--- src/rtl/de_regfile_sb.sv ---
// de_regfile_sb: decode-stage register file with write-first bypass,
// a pending-load scoreboard that drives the hazard stall, and a
// req/ack debug read port that stalls the pipeline while it runs.
//
// Optional feature: define DE_RF_ZERO_REG_EN to make index 0 a hard-wired
// zero register. Writes to it are dropped, it never bypasses a value, and it
// is never marked pending.
//
// Debug handshake: dbg_req is a level. The FSM accepts it in IDLE and raises
// dbg_stall. One cycle later it reads the register and raises dbg_ack.
// dbg_ack, dbg_data and dbg_stall then hold until dbg_req is observed low.
// A new request needs dbg_req to be low for at least one cycle.
// fsm_state exposes the debug FSM state for observation.
module de_regfile_sb #(
    parameter int DATA_W = 32,
    parameter int NREG   = 32,
    parameter int ADDR_W = 5,
    parameter int NRD    = 2
) (
    input  logic                  clk,
    input  logic                  rst_n,
    input  logic [NRD*ADDR_W-1:0] rd_addr,
    input  logic [NRD-1:0]        rd_use,
    output logic [NRD*DATA_W-1:0] rd_data,
    output logic [NRD-1:0]        rd_busy,
    output logic                  hz_stall,
    input  logic                  wr_en,
    input  logic [ADDR_W-1:0]     wr_addr,
    input  logic [DATA_W-1:0]     wr_data,
    input  logic                  iss_en,
    input  logic [ADDR_W-1:0]     iss_addr,
    input  logic                  sb_flush,
    input  logic                  dbg_req,
    input  logic [ADDR_W-1:0]     dbg_addr,
    output logic                  dbg_ack,
    output logic [DATA_W-1:0]     dbg_data,
    output logic                  dbg_stall,
    output logic [1:0]            fsm_state
);

    typedef enum logic [1:0] {
        S_IDLE = 2'd0,
        S_READ = 2'd1,
        S_ACK  = 2'd2
    } dbg_state_t;

    logic [DATA_W-1:0] regs [NREG];
    logic [NREG-1:0]   pend;
    logic [NREG-1:0]   pend_nxt;
    logic [ADDR_W-1:0] rd_idx [NRD];
    logic [ADDR_W-1:0] cap_addr;
    dbg_state_t        state;
    dbg_state_t        state_nxt;
    logic              wr_ok;
    logic              iss_ok;

`ifdef DE_RF_ZERO_REG_EN
    assign wr_ok  = wr_en && (wr_addr != '0);
    assign iss_ok = iss_en && (iss_addr != '0);
`else
    assign wr_ok  = wr_en;
    assign iss_ok = iss_en;
`endif

    // Slice the packed read-address bus into one index per port.
    always_comb begin
        for (int i = 0; i < NRD; i++) begin
            rd_idx[i] = rd_addr[i*ADDR_W +: ADDR_W];
        end
    end

    // Architectural register array; write-back is never blocked.
    always_ff @(posedge clk or negedge rst_n) begin
        if (!rst_n) begin
            for (int r = 0; r < NREG; r++) begin
                regs[r] <= '0;
            end
        end else if (wr_ok) begin
            regs[wr_addr] <= wr_data;
        end
    end

    // Registered read ports with a write-first bypass of a same-cycle write-back.
    always_ff @(posedge clk or negedge rst_n) begin
        if (!rst_n) begin
            rd_data <= '0;
        end else begin
            for (int i = 0; i < NRD; i++) begin
                if (wr_ok && (wr_addr == rd_idx[i])) begin
                    rd_data[i*DATA_W +: DATA_W] <= wr_data;
                end else begin
                    rd_data[i*DATA_W +: DATA_W] <= regs[rd_idx[i]];
                end
            end
        end
    end

    // Scoreboard next state: flush beats issue, and issue beats a same-index clear.
    always_comb begin
        pend_nxt = pend;
        if (sb_flush) begin
            pend_nxt = '0;
        end else begin
            if (wr_en) begin
                pend_nxt[wr_addr] = 1'b0;
            end
            if (iss_ok) begin
                pend_nxt[iss_addr] = 1'b1;
            end
        end
    end

    // Scoreboard pending vector.
    always_ff @(posedge clk or negedge rst_n) begin
        if (!rst_n) begin
            pend <= '0;
        end else begin
            pend <= pend_nxt;
        end
    end

    // Busy flags come from registered pending state only.
    always_comb begin
        rd_busy = '0;
        for (int i = 0; i < NRD; i++) begin
            rd_busy[i] = pend[rd_idx[i]];
        end
    end

    assign hz_stall = (|(rd_busy & rd_use)) | dbg_stall;

    // Debug FSM next-state logic.
    always_comb begin
        state_nxt = state;
        case (state)
            S_IDLE:  if (dbg_req) state_nxt = S_READ;
            S_READ:  state_nxt = S_ACK;
            S_ACK:   if (!dbg_req) state_nxt = S_IDLE;
            default: state_nxt = S_IDLE;
        endcase
    end

    // Debug FSM state register, address capture and read-out data.
    always_ff @(posedge clk or negedge rst_n) begin
        if (!rst_n) begin
            state    <= S_IDLE;
            cap_addr <= '0;
            dbg_data <= '0;
        end else begin
            state <= state_nxt;
            if ((state == S_IDLE) && dbg_req) begin
                cap_addr <= dbg_addr;
            end
            if (state == S_READ) begin
                if (wr_ok && (wr_addr == cap_addr)) begin
                    dbg_data <= wr_data;
                end else begin
                    dbg_data <= regs[cap_addr];
                end
            end
        end
    end

    assign dbg_ack   = (state == S_ACK);
    assign dbg_stall = (state != S_IDLE);
    assign fsm_state = state;

endmodule

--- config.mk ---
export PLATFORM = sky130hd
export DESIGN_NAME = de_regfile_sb
export DESIGN_NICKNAME = d
export VERILOG_FILES = /design/src/rtl/de_regfile_sb.sv
export SDC_FILE = /design/constraint.sdc
export NUM_CORES = 2
export LEC_CHECK = 0
export ABC_AREA = 1
export BUFFER_PORTS_ARGS = -buffer_cell sky130_fd_sc_hd__buf_4
export CORE_MARGIN = 4
export CORE_UTILIZATION = 25
export CTS_CLUSTER_SIZE = 25
export DETAILED_ROUTE_END_ITERATION = 6
export PLACE_DENSITY = 0.48
export SYNTH_ARGS = -nofsm -noshare
export SYNTH_HDL_FRONTEND = slang
export SYNTH_SLANG_ARGS = --single-unit
--- constraint.sdc ---
create_clock -name clk -period 2.35 [get_ports clk]
set_clock_uncertainty 0.1 [all_clocks]
set_input_delay 0.47 -clock clk [delete_from_list [all_inputs] [get_ports clk]]
set_output_delay 0.47 -clock clk [all_outputs]
set_load 0.05 [all_outputs]
==> key figures <==
Global routing
  – First-pass GRT wire length: 552,000 um
  – Grt ovf: 0
  – Initial antenna violation count: 10
  – Largest net degree at the start of global routing: 90
  – Vias in the first global route: 74,973
  – Total Routing Usage GR: 24.6%

Floorplan
  – Core area: 288,000 um^2
  – Initial core utilization: 25.1%
  – Die W: 546 um
  – Ports: 168
  – Die Area: 298,000 um^2
  – Rows: 197
  – Die Y: 546 um

Critical path
  – CP Class: reg2out
  – Startpoint Class: register
  – Launch point of the worst path: pend[2]
  – Worst setup EP type: output port
  – CP Data Arrival Time: 2170 ps
  – R2r startpoint: cap_addr[4]
  – Worst Path Max Fanout: 3
  – Worst EP required: 1780 ps

STA
  – Worst-Margin Slew: 983 ps
  – Slew margin rel.: 34.5%
  – Max Fclk: 365 MHz
  – Final setup fails: 3
  – Final worst slack: -392 ps
  – RSZ-0062 raised after global routing: yes
  – Final count of hold timing violations: 0
  – Fin. max-slew vios: 0
  – Tmin final: 2740 ps
  – Tcrit/Tclk final: 117%

Final layout
  – Fillers: 31,343
  – Util after Layout: 30.5%
  – Layout area overhead: 21.6%
  – Final #Nets: 11,300
  – Commonest non-fill, non-tap cell in the layout: nand2_1
  – Layout cell share with drive strength beyond 1: 9.82%
  – Commonest non-fill, non-tap cells in the layout: nand2_1 (4,868), nand3_1 (2,243), dfrtp_1 (1,148)

Clock tree
  – CTS Root Cell: clkbuf_16
  – CTS tree: yes
  – TritonCTS buffer count: 144
  – CTS H-tree lvls: 4
  – Clk sink count: 1,159
  – Worst skew pair latency: 820 ps
  – CTS max path bufs: 3
  – CTS clk-pin slew, worst paths: 60 ps

Logic synthesis
  – Synth Area in Compound Gates: 11.4%
  – Post-synthesis simple-gate area fraction: 41.8%
  – Mux share of post-synthesis cell area: 0%
  – Synth top area share: 40.1%
  – Area leader, netlist: dfrtp_1
  – Post-synthesis sequential area ratio: 40.1%
  – Xor/xnor share of the synthesized area: 0.0242%
  – Main combinational cell family by area after synthesis: simple AND/OR/NAND/NOR gates
  – Syn_nets: 11,333
  – Post-synthesis area per instance: 6.42 um^2
  – Synth Area in Adders: 0%
  – Synth warn: 0
  – #FFs+latches synth: 1,159
  – Area contributors post-synth: dfrtp_1 (40%), nand2_1 (25%), nand3_1 (16%)
  – Netlist Area Pre-Place: 72,400 um^2
  – Library cells used by synthesis: 23
  – Synthesized instance count: 11,268

Placed design
  – DPL Wire Length: 237,000 um
  – Final weighted congestion in routability-driven placement: 0.892
  – Pre-CTS setup slack: -144 ps
  – Port bufs: 167

Drt
  – Vias/cell: 5.34
  – ANT nets after route: 0
  – Routed Wire Length: 381,000 um
  – Iteration-0 DRC count of the detailed router: 11,263
  – Vias: 80,695
  – Drt drc: 0
  – WL per Instance: 25.2 um
  – DR pass1 iterations: 6

Power and ir drop
  – Cell Int Power: 48.9 mW
  – Combinational share of power: 40.8%
  – VDD IR-drop max: 801 uV
  – PD cells: 989 nW/um^2
  – Clock power frac: 26.6%
  – Sw Ratio: 43.8%
  – Sequential Power Share: 32.6%
  – NetSw: 38.1 mW
  – Leakage power: 40.2 nW

Min path
  – Hold Crit Start: iss_addr[0]
  – Hold crit path type: in2reg

Outcome
  – Failing checks: setup timing
  – Status: finished with violations

Flow run
  – Max-cap viol count: 0
==> final cells by class <==
type,count,area (um^2),area share [%]
antenna,1,2.50,0.00284
clock buffer,195,4050,4.60
clock inverter,55,684,0.778
inverter,191,807,0.917
multi-input combinational,8895,38900,44.2
sequential,1159,29000,33.0
tap,3781,4730,5.38
timing repair buffer,844,9790,11.1
==> sequential cells by signal, summed over array words and instances (netlist names) <==
name	count
regs	1024
rd_data	64
dbg_data	32
pend	32
cap_addr	5
fsm_state	2
==> worst max-delay path, stage by stage (launching register included) <==
cell,delay [ps]
dfrtp_1,440
nand2_1,80
nand3_1,70
nand3_1,80
nand2_1,80
nand2_1,50
nand2_1,80
nand2_2,70
nand2_4,110
nand2_4,60
nand3_4,80
buf_8,140
==> cells by family (layout without fill, tap and decap cells) <==
group	count (synthesis)	count (layout)
AO/OA/AOI/OAI	1598	1598
XOR/XNOR	2	2
buffers and inverters	1214	1285
flip-flops	1159	1159
other	0	1
AND/OR/NAND/NOR	7295	7295
==> path summary, 6_finish.rpt <==
path                       slack (ps)           to  cells after the start
max                              -390     hz_stall                     11
min                                50     pend[10]                      5
max reg2reg                        60  dbg_data[9]                      6
min reg2reg                       380    regs[220]                      2
max in group asynchronous        1130    regs[101]                      4
min in group asynchronous          90    regs[670]                      2
==> power by group through the flow <==
stage	Sequential (mW)	Clock (mW)	Combinational, mW
after floorplan	28.2	0	19.3
after global placement	28.6	0	34.0
after detailed placement	28.5	0	34.2
after CTS	28.2	23.5	34.4
after global routing	28.8	24.4	38.5
final	28.4	23.2	35.5
==> synth_stat cells <==
| master | instances |
|---|---|
| clkbuf_1 | 675 |
| buf_2 | 217 |
| or2_2 | 4 |
| a221oi_1 | 3 |
| o211ai_1 | 81 |
| buf_1 | 128 |
| a21oi_1 | 262 |
| and2_1 | 1 |
| nor3_2 | 2 |
| nand3_1 | 2251 |
| o21ai_0 | 1009 |
| buf_4 | 3 |
| nor3_1 | 20 |
| inv_2 | 11 |
| dfrtp_1 | 1159 |
| inv_1 | 178 |
| o21ai_1 | 237 |
| clkinv_1 | 2 |
| o22ai_1 | 6 |
| nor2_1 | 106 |
| nor3_4 | 2 |
| nand2_1 | 4909 |
| xor2_1 | 2 |
==> what timing repair did <==
action | CTS | global route
buffers inserted | 1 | 9
resized for setup | 21 | 21
hold endpoints to repair | 768 | 0
pin swaps | 35 | 6
gates cloned | 0 | 4
endpoints found under the setup margin | 4 | 20
hold buffers | 45 | 0
==> routing by layer <==
metal | share of wire [%] | vias to the layer above | global-route usage [%]
li1 | - | 36881 | -
met1 | 42 | 38559 | 33.9
met2 | 43 | 4373 | 37.8
met3 | 9.0 | 876 | 4.12
met4 | 5.2 | 6 | 11.0
met5 | 0.012 | - | 0
==> per-stage QoR <==
step	area [um^2]	hold WS [ps]	power, mW	setup TNS [ps]	cells
floorplan	72400	74.4	47.5	-22.0	11268
global placement	82400	268	62.6	-767	14811
detailed placement	82400	269	62.7	-1130	14811
CTS	87700	0.800	86.1	-1170	15107
global route	88000	38.0	91.7	-1420	15120
finish	88000	51.0	87.0	-1070	15121
Power figures use the tool's default switching activity.
